--- config.mk ---
export PLATFORM = sky130hd
export DESIGN_NAME = supply_access_arbiter
export DESIGN_NICKNAME = d
export VERILOG_FILES = /design/src/rtl/vend_pkg.sv /design/src/rtl/stock_regfile.sv /design/src/rtl/supply_access_arbiter.sv
export SDC_FILE = /design/constraint.sdc
export NUM_CORES = 1
export LEC_CHECK = 0
export CAP_MARGIN = 25
export CORE_MARGIN = 2
export CORE_UTILIZATION = 45
export CTS_BUF_LIST = sky130_fd_sc_hd__clkbuf_16
export DETAILED_ROUTE_END_ITERATION = 8
export PLACE_DENSITY = 0.79
export REMOVE_ABC_BUFFERS = 1
export SETUP_SLACK_MARGIN = 0.15
export SLEW_MARGIN = 20
export SYNTH_ARGS = -nofsm -noshare
export SYNTH_HDL_FRONTEND = slang
export SYNTH_SLANG_ARGS = --single-unit
export TNS_END_PERCENT = 20
--- constraint.sdc ---
create_clock -name clk -period 1.82 [get_ports clk]
set_input_delay 0.273 -clock clk [delete_from_list [all_inputs] [get_ports clk]]
set_output_delay 0.273 -clock clk [all_outputs]
set_load 0.05 [all_outputs]
--- src/rtl/vend_pkg.sv ---
// vend_pkg: shared FSM states, requester ids and index-width helper for the stock arbiter.
package vend_pkg;
  typedef enum logic [1:0] {IDLE, LOOKUP, COMMIT, DONE} state_e;
  localparam logic REQ_OWN = 1'b0;
  localparam logic REQ_CUS = 1'b1;
  function automatic int idx_w(input int n);
    return (n > 1) ? $clog2(n) : 1;
  endfunction
endpackage

--- src/rtl/stock_regfile.sv ---
// stock_regfile: per-slot stock counters with one comb read, one sync write and flat readout.
module stock_regfile #(
  parameter int NUM_ITEMS  = 4,
  parameter int CNT_W      = 4,
  parameter int INIT_STOCK = 0,
  parameter int IDX_W      = 2
) (
  input  logic                       clk,
  input  logic                       rst,
  input  logic [IDX_W-1:0]           rd_idx,
  output logic [CNT_W-1:0]           rd_data,
  input  logic                       we,
  input  logic [IDX_W-1:0]           wr_idx,
  input  logic [CNT_W-1:0]           wr_data,
  output logic [NUM_ITEMS*CNT_W-1:0] flat
);
  localparam logic [CNT_W-1:0] INIT = INIT_STOCK[CNT_W-1:0];
  localparam logic [IDX_W:0]   NUM  = NUM_ITEMS[IDX_W:0];
  logic [CNT_W-1:0] mem_q [NUM_ITEMS];
  assign rd_data = ({1'b0, rd_idx} < NUM) ? mem_q[rd_idx] : '0;
  always_ff @(posedge clk) begin
    if (rst) begin
      for (int k = 0; k < NUM_ITEMS; k++) mem_q[k] <= INIT;
    end else if (we) begin
      mem_q[wr_idx] <= wr_data;
    end
  end
  for (genvar i = 0; i < NUM_ITEMS; i++) begin : g_flat
    assign flat[i*CNT_W +: CNT_W] = mem_q[i];
  end
endmodule

--- src/rtl/supply_access_arbiter.sv ---
// supply_access_arbiter: arbitrates owner restock vs customer vend, sequences
// each through lookup/commit/done and drives dispense and the redlight lamp.
module supply_access_arbiter import vend_pkg::*; #(
  parameter int NUM_ITEMS    = 4,
  parameter int CNT_W        = 4,
  parameter int MAX_STOCK    = 15,
  parameter int INIT_STOCK   = 0,
  parameter int REDLIGHT_CYC = 2,
  localparam int IDX_W       = idx_w(NUM_ITEMS)
) (
  input  logic                       clk,
  input  logic                       rst,
  input  logic                       mode,
  input  logic                       own_req,
  input  logic [IDX_W-1:0]           own_item,
  input  logic [CNT_W-1:0]           own_qty,
  output logic                       own_ack,
  output logic                       own_ok,
  input  logic                       cus_req,
  input  logic [IDX_W-1:0]           cus_item,
  output logic                       cus_ack,
  output logic                       cus_ok,
  output logic                       dispense,
  output logic [IDX_W-1:0]           disp_item,
  output logic                       redlight,
  output logic                       busy,
  output logic [NUM_ITEMS*CNT_W-1:0] stock_flat
);
  localparam int RL_W = $clog2(REDLIGHT_CYC + 1);
  localparam logic [CNT_W:0]   MAX     = MAX_STOCK[CNT_W:0];
  localparam logic [IDX_W:0]   NUM     = NUM_ITEMS[IDX_W:0];
  localparam logic [RL_W-1:0]  RL_LOAD = REDLIGHT_CYC[RL_W-1:0];
  state_e           state_q;
  logic             req_q, alt_q, busy_q;
  logic             own_ack_q, own_ok_q, cus_ack_q, cus_ok_q, dispense_q;
  logic [IDX_W-1:0] item_q, disp_item_q;
  logic [CNT_W-1:0] qty_q, stock_q, rd_data, wr_data;
  logic [CNT_W:0]   sum_q;
  logic [RL_W-1:0]  rl_q;
  logic             own_elig, grant_cus, item_ok, ok, we;
  assign own_elig  = own_req & mode;
  // Customer beats an eligible owner only when the owner took the last grant over a waiting customer.
  assign grant_cus = cus_req & (~own_elig | alt_q);
  assign item_ok   = {1'b0, item_q} < NUM;
  always_comb begin
    ok      = item_ok & ((req_q == REQ_OWN) ? (sum_q <= MAX) : (stock_q != '0));
    we      = (state_q == COMMIT) & item_ok & ((req_q == REQ_OWN) | ok);
    wr_data = (req_q == REQ_OWN) ? ((sum_q > MAX) ? MAX[CNT_W-1:0] : sum_q[CNT_W-1:0])
                                 : stock_q - CNT_W'(1);
  end
  stock_regfile #(
    .NUM_ITEMS(NUM_ITEMS), .CNT_W(CNT_W), .INIT_STOCK(INIT_STOCK), .IDX_W(IDX_W)
  ) u_regfile (
    .clk(clk), .rst(rst), .rd_idx(item_q), .rd_data(rd_data),
    .we(we), .wr_idx(item_q), .wr_data(wr_data), .flat(stock_flat)
  );
  always_ff @(posedge clk) begin
    if (rst) begin
      state_q     <= IDLE;
      req_q       <= REQ_OWN;
      alt_q       <= 1'b0;
      busy_q      <= 1'b0;
      item_q      <= '0;
      qty_q       <= '0;
      stock_q     <= '0;
      sum_q       <= '0;
      own_ack_q   <= 1'b0;
      own_ok_q    <= 1'b0;
      cus_ack_q   <= 1'b0;
      cus_ok_q    <= 1'b0;
      dispense_q  <= 1'b0;
      disp_item_q <= '0;
      rl_q        <= '0;
    end else begin
      rl_q <= (state_q == COMMIT && !ok) ? RL_LOAD : ((rl_q != '0) ? rl_q - RL_W'(1) : rl_q);
      case (state_q)
        IDLE: if (own_elig | cus_req) begin
          req_q   <= grant_cus ? REQ_CUS : REQ_OWN;
          item_q  <= grant_cus ? cus_item : own_item;
          qty_q   <= own_qty;
          alt_q   <= ~grant_cus & cus_req;
          busy_q  <= 1'b1;
          state_q <= LOOKUP;
        end
        LOOKUP: begin
          stock_q <= rd_data;
          sum_q   <= {1'b0, rd_data} + {1'b0, qty_q};
          state_q <= COMMIT;
        end
        COMMIT: begin
          own_ack_q  <= req_q == REQ_OWN;
          own_ok_q   <= (req_q == REQ_OWN) & ok;
          cus_ack_q  <= req_q == REQ_CUS;
          cus_ok_q   <= (req_q == REQ_CUS) & ok;
          dispense_q <= (req_q == REQ_CUS) & ok;
          if ((req_q == REQ_CUS) && ok) disp_item_q <= item_q;
          state_q    <= DONE;
        end
        DONE: begin
          own_ack_q  <= 1'b0;
          own_ok_q   <= 1'b0;
          cus_ack_q  <= 1'b0;
          cus_ok_q   <= 1'b0;
          dispense_q <= 1'b0;
          busy_q     <= 1'b0;
          state_q    <= IDLE;
        end
        default: state_q <= IDLE;
      endcase
    end
  end
  assign own_ack   = own_ack_q;
  assign own_ok    = own_ok_q;
  assign cus_ack   = cus_ack_q;
  assign cus_ok    = cus_ok_q;
  assign dispense  = dispense_q;
  assign disp_item = disp_item_q;
  assign redlight  = rl_q != '0;
  assign busy      = busy_q;
endmodule
==> results.sh, run 1 <==
export IMPL_multiInputGateArea_um2=1120
export IMPL_end_kind="flip-flop"
export IMPL_drc=0
export IMPL_async_flop_share=0
export IMPL_seqCellArea_um2=1080
export IMPL_status="finished with violations"
export IMPL_core_um2=4720
export IMPL_fin_crit_ns=1.91
export IMPL_reg2reg_slack_ns=-0.09
export IMPL_critPathBufInv=1
export IMPL_synth_top_flop_cell="dfxtp_1"
export IMPL_boundaryPins=38
export IMPL_synth_edf_count=16
export IMPL_holdCritPathClass="reg -> reg"
export IMPL_arrival_ns=2.11
export IMPL_grt_pass1_vias=1804
export IMPL_syn_inst=216
export IMPL_cts_made_buffers=5
export IMPL_overflow=0
export IMPL_final_common_cell="buf_4"
export IMPL_syn2layout_area_growth_pct=40.5
export IMPL_syn_area_um2=2200
export IMPL_finClkSkew_ns=0.00439
export IMPL_combPwrFrac=0.414
export IMPL_final_area_um2=3090
export IMPL_use_met2=0.346
export IMPL_cts_root_buf="clkbuf_16"
export IMPL_cts_sinks=46
export IMPL_drive_above_1_share=0.275
export IMPL_met3_usage=0.0461
export IMPL_placementRows=25
export IMPL_internal_power_mw=2.68
export IMPL_syn_avg_cell_area_um2=10.2
export IMPL_io_buffers=37
export IMPL_finalHoldViolations=0
export IMPL_clkPwrFrac=0.245
export IMPL_min_path_cells=2
export IMPL_mostFrequentLayoutCells="buf_4, dfxtp_1, nor2_1"
export IMPL_grt_use_met1=0.291
export IMPL_seqPwrFrac=0.341
export IMPL_synth_largest_area_cell="dfxtp_1"
export IMPL_ys_seq_area_frac=0.491
export IMPL_switching_share=0.369
export IMPL_yosysUniqueCellTypes=41
export IMPL_worstSkewPairLatency_ns=0.29
export IMPL_die_w_um=73.9
export IMPL_dp_hpwl_um=3820
export IMPL_fin_hold_ws_ns=0.469
export IMPL_required_ns=2.02
export IMPL_worst_pin_slew_ns=0.523
export IMPL_die_area_um2=5470
export IMPL_fmax_mhz=524
export IMPL_num_nets_final=307
export IMPL_clk_pin_slew_ns=0.06
export IMPL_drtIter0Drc=151
export IMPL_place_gp_congestion=0.846
export IMPL_crit_family="multiplexers"
export IMPL_min_to="cus_ack"
export IMPL_hold_start="cus_ack"
export IMPL_path_max_fanout=4
export IMPL_power_leakage_nw=1.25
export IMPL_grt_first_pass_wirelength_um=8800
export IMPL_grt_total_usage=0.217
export IMPL_maxCapViolCount=0
export IMPL_rsz0062_at_grt="yes"
export IMPL_antennaDiodeCount=0
export IMPL_ant_nets=0
export IMPL_fin_ws_ns=-0.0871
export IMPL_avgViaCountPerCell=5.50
export IMPL_power_mw=4.24
export IMPL_fin_crit_sh=1.05
export IMPL_maxSlewHeadroom=0.653
export IMPL_start_kind="flip-flop"
export IMPL_htreeDepth=2
export IMPL_setup_viol=4
export IMPL_power_switching_mw=1.56
export IMPL_crit_type="reg -> reg"
export IMPL_power_density_nw_per_um2=1370
export IMPL_netlist_area_leader_share=0.273
export IMPL_placed_cells_incl_taps=339
export IMPL_clk_path_buf_depth=2
export IMPL_pre_cts_slack_ns=-0.168
export IMPL_final_cells=351
export IMPL_violations="negative setup slack"
export IMPL_nFillCells=350
export IMPL_routed_wl_um=5620
export IMPL_grt_max_degree=35
export IMPL_path_cells="buf_6 > mux4_2 > ha_4 > nor2b_4 > o21ai_2 > a311oi_2"
export IMPL_start_util=0.466
export IMPL_post_dp_cell_area_um2=2820
export IMPL_slowest_stage="mux4_2"
export IMPL_post_drt_wl_per_cell_um=16.0
export IMPL_drv_slew=0
export IMPL_die_h_um=73.9
export IMPL_cts_tree="done"
export IMPL_cts_hold_buffers=0
export IMPL_synthTopCellsByArea="dfxtp_1, edfxtp_1, ha_1"
export IMPL_grt_busiest_layer="met2"
export IMPL_ys_warn_count=0
export IMPL_vias=1931
export IMPL_peakVddDrop_mv=0.760
export IMPL_rr_endpoint="sum_q[4]"
export IMPL_r2r_cells=6
export IMPL_first_pass_iters=5
export IMPL_grt_antenna_before_repair=0
export IMPL_slowest_delay_ns=0.56
export IMPL_ys_ff_latch=46
## power groups by stage
stage	registers [mW]	logic, mW	clock network, mW
after CTS	1.43	1.64	1.05
after detailed placement	1.44	1.58	0
after global placement	1.44	1.54	0
after floorplan	1.59	0.836	0
after global routing	1.47	1.89	1.08
final	1.44	1.75	1.04
## synth_stat cells (2+ instances only)
library cell	instances
clkbuf_1	6
ha_1	10
nand2b_1	5
nor2b_1	4
nand3_1	12
inv_1	11
o31ai_1	3
mux2i_1	6
a311oi_1	3
nand2_1	11
or3b_1	2
xnor2_1	2
a211oi_1	4
a21oi_1	15
buf_2	3
a21o_1	4
o21ai_0	12
dfxtp_1	30
nor3b_1	2
nor3_1	5
mux4_2	4
nor3_2	3
edfxtp_1	16
nor2_1	25
nand4_1	2
## per-stage QoR
step                TNS (ns)  utilization
floorplan             -0.922            -
global placement      -0.292        0.597
detailed placement    -0.522        0.597
CTS                   -0.189        0.644
global route          -0.459        0.655
finish                -0.282        0.655
## kinds of logic after synthesis
group,Yosys count,share of synthesized area
AND/OR/NAND/NOR,80,0.195
XOR/XNOR,2,0.00796
AO/OA/AOI/OAI,46,0.132
multiplexers,10,0.0682
buffers and inverters,21,0.0392
flip-flops,46,0.491
adder cells (fa/ha/maj),11,0.0659
## worst max-delay path by stage
stage / start / endpoint / slack (ns) / depth (start not counted)
after detailed placement: flip-flop / sum_q[3] / -0.17 / 5
after CTS: u_regfile.mem_q[3][0] / sum_q[1] / -0.08 / 5
final: flip-flop / sum_q[4] / -0.09 / 6
after floorplan: u_regfile.mem_q[3][1] / sum_q[3] / -0.32 / 5
after global placement: flip-flop / sum_q[3] / -0.12 / 5
after global routing: flip-flop / sum_q[3] / -0.13 / 6
## registers in the layout, summed over array words and instances (netlist names), named ones only
| name | cells |
|---|---|
| u_regfile.mem_q | 16 |
| sum_q | 5 |
| qty_q | 4 |
| stock_q | 4 |
| disp_item | 2 |
| item_q | 2 |
| rl_q | 2 |
| state_q | 2 |
| alt_q | 1 |
| busy | 1 |
| cus_ack | 1 |
| dispense | 1 |
| own_ack | 1 |
| own_ok | 1 |
| req_q | 1 |
## final cells by class
cell class | count | share of cell area
multi-input combinational | 149 | 0.362
sequential | 46 | 0.351
timing repair buffer | 70 | 0.191
clock buffer | 5 | 0.0405
tap | 67 | 0.0271
clock inverter | 3 | 0.0146
inverter | 11 | 0.0133
## timing repair
| item | 4_1_cts | 5_1_grt |
|---|---|---|
| endpoints found under the hold margin | 0 | 0 |
| gates cloned | 0 | 0 |
| resized for setup | 29 | 8 |
| buffers inserted | 1 | 3 |
| endpoints found under the setup margin | 25 | 19 |
| pin swaps | 5 | 6 |
## per-layer routing
layer | vias to the layer above | routed length [um]
met4 | 0 | 116
met3 | 10 | 301
li1 | 913 | -
met5 | - | 0
met1 | 950 | 2370
met2 | 58 | 2830
## tightest hold or removal path, stage by stage (launching register included)
cell,delay (ns)
dfxtp_1,0.31
nand2_1,0.05
a211oi_1,0.06
Power figures use the tool's default switching activity.
==> run 2: changes to the inputs <==
CELL_PAD_IN_SITES_DETAIL_PLACEMENT = 1   (was not set)
CELL_PAD_IN_SITES_GLOBAL_PLACEMENT = 1   (was not set)
CORE_UTILIZATION = 36   (was 45)
PLACE_DENSITY = 0.81   (was 0.79)
==> run 2 against run 1 <==
Compared with the run above:
- critical path depth is 1 lower
- critical path type unchanged
- the run still ends with negative setup slack left
- critical endpoint is now sum_q[1]
- cell count up 3.7%
- design area rose by 0.32%
==> results.sh, run 2 (synthesized netlist as in run 1, its figures left out) <==
export IMPL_rsz0062_at_grt="yes"
export IMPL_status="finished with violations"
export IMPL_htreeDepth=2
export IMPL_end_kind="flip-flop"
export IMPL_fmax_mhz=513
export IMPL_placementRows=28
export IMPL_fin_ws_ns=-0.129
export IMPL_post_dp_cell_area_um2=2840
export IMPL_fin_crit_ns=1.95
export IMPL_final_common_cell="buf_4"
export IMPL_ant_nets=0
export IMPL_fin_crit_sh=1.07
export IMPL_crit_start="u_regfile.mem_q[0][0]"
export IMPL_maxCapViolCount=0
export IMPL_min_path_cells=2
export IMPL_top_regs="u_regfile.mem_q x16, sum_q x5"
export IMPL_power_density_nw_per_um2=1380
export IMPL_drtIter0Drc=107
export IMPL_io_buffers=37
export IMPL_avgViaCountPerCell=5.40
export IMPL_fin_hold_ws_ns=0.470
export IMPL_maxSlewHeadroom=0.671
export IMPL_clk_path_buf_depth=2
export IMPL_tns_ns=-0.371
export IMPL_start_kind="flip-flop"
export IMPL_grt_max_degree=26
export IMPL_drc=0
export IMPL_worst_pin_slew_ns=0.495
export IMPL_num_nets_final=312
export IMPL_finalHoldViolations=0
export IMPL_hold_start="cus_ack"
export IMPL_min_to="cus_ack"
export IMPL_grt_pass1_vias=2062
export IMPL_finClkSkew_ns=0.00229
export IMPL_violations="negative setup slack"
export IMPL_required_ns=2.03
export IMPL_final_area_um2=3100
export IMPL_final_cells=364
export IMPL_core_um2=5920
export IMPL_overflow=0
export IMPL_grt_total_usage=0.218
export IMPL_cts_made_buffers=5
export IMPL_placed_cells_incl_taps=350
export IMPL_cts_root_buf="clkbuf_16"
export IMPL_place_gp_congestion=0.870
export IMPL_holdCritPathClass="reg -> reg"
export IMPL_start_util=0.372
export IMPL_routed_wl_um=7010
export IMPL_drv_slew=0
export IMPL_power_leakage_nw=1.28
export IMPL_die_h_um=82.2
export IMPL_largest_reg_flops=16
export IMPL_nFillCells=661
export IMPL_dp_hpwl_um=4770
export IMPL_cts_hold_buffers=0
export IMPL_top_register="u_regfile.mem_q"
export IMPL_grt_first_pass_wirelength_um=10900
export IMPL_reg2reg_slack_ns=-0.13
export IMPL_die_area_um2=6760
export IMPL_r2r_start="u_regfile.mem_q[0][0]"
export IMPL_cts_sinks=46
export IMPL_r2r_cells=5
export IMPL_antennaDiodeCount=0
export IMPL_post_drt_wl_per_cell_um=19.3
export IMPL_mostFrequentLayoutCells="buf_4, dfxtp_1, nor2_1"
export IMPL_boundaryPins=38
export IMPL_worstSkewPairLatency_ns=0.29
export IMPL_crit_type="reg -> reg"
export IMPL_vias=1967
export IMPL_syn2layout_area_growth_pct=41.0
export IMPL_clk_pin_slew_ns=0.06
export IMPL_arrival_ns=2.15
export IMPL_cts_tree="done"
export IMPL_setup_viol=4
export IMPL_grt_antenna_before_repair=0
export IMPL_peakVddDrop_mv=0.584
export IMPL_drive_above_1_share=0.277
export IMPL_die_w_um=82.2
export IMPL_rr_endpoint="sum_q[1]"
export IMPL_utilization=0.524
export IMPL_path_max_fanout=2
export IMPL_first_pass_iters=5
-- run 2: how the worst max path moves through the flow --
| stage | to | slack, ns | cells past startpoint |
|---|---|---|---|
| after floorplan | sum_q[3] | -0.32 | 5 |
| after detailed placement | sum_q[3] | -0.27 | 5 |
| after global routing | sum_q[4] | -0.16 | 6 |
| final | sum_q[1] | -0.13 | 5 |
| after global placement | sum_q[3] | -0.15 | 5 |
| after CTS | sum_q[3] | -0.08 | 5 |
-- run 2: layer usage --
| metal | track usage | routed length, um | up-vias |
|---|---|---|---|
| met5 | 0 | 0 | - |
| met4 | 0.0767 | 165 | 0 |
| met3 | 0.0359 | 303 | 10 |
| met2 | 0.382 | 3650 | 47 |
| met1 | 0.269 | 2880 | 986 |
| li1 | - | - | 924 |
-- run 2: through the flow --
stage	total power [mW]	setup slack, ns
detailed placement	3.08	-0.265
CTS	4.21	-0.0777
finish	4.28	-0.129
global route	4.49	-0.162
floorplan	2.42	-0.317
global placement	3.01	-0.151
-- run 2: timing repair --
action | CTS | global route
gates cloned | 0 | 0
resized for setup | 30 | 4
setup buffers | 2 | 4
pin swaps | 8 | 6
setup endpoints to repair | 29 | 23
-- run 2: cell type report --
cell class                      count  area [um^2]  area share
Inverter                           11         41.3      0.0133
Clock inverter                      2         10.0     0.00323
Multi-Input combinational cell    149         1110       0.358
Tap cell                           75         93.8      0.0302
Sequential cell                    46         1090       0.350
Timing Repair Buffer               75          612       0.197
Clock buffer                        6          150      0.0484
-- run 2: worst max-delay path, stage by stage, from the launching register on --
cell and delay [ns]:
edfxtp_1 0.44, mux4_2 0.54, ha_4 0.20, inv_2 0.05, fa_2 0.44, a211oi_2 0.20
-- run 2: power breakdown --
| group | internal (mW) | total, mW | switching (mW) |
|---|---|---|---|
| combinational | 0.790 | 1.83 | 1.04 |
| sequential | 1.26 | 1.46 | 0.201 |
| clock | 0.589 | 0.987 | 0.398 |
| total | 2.64 | 4.28 | 1.64 |
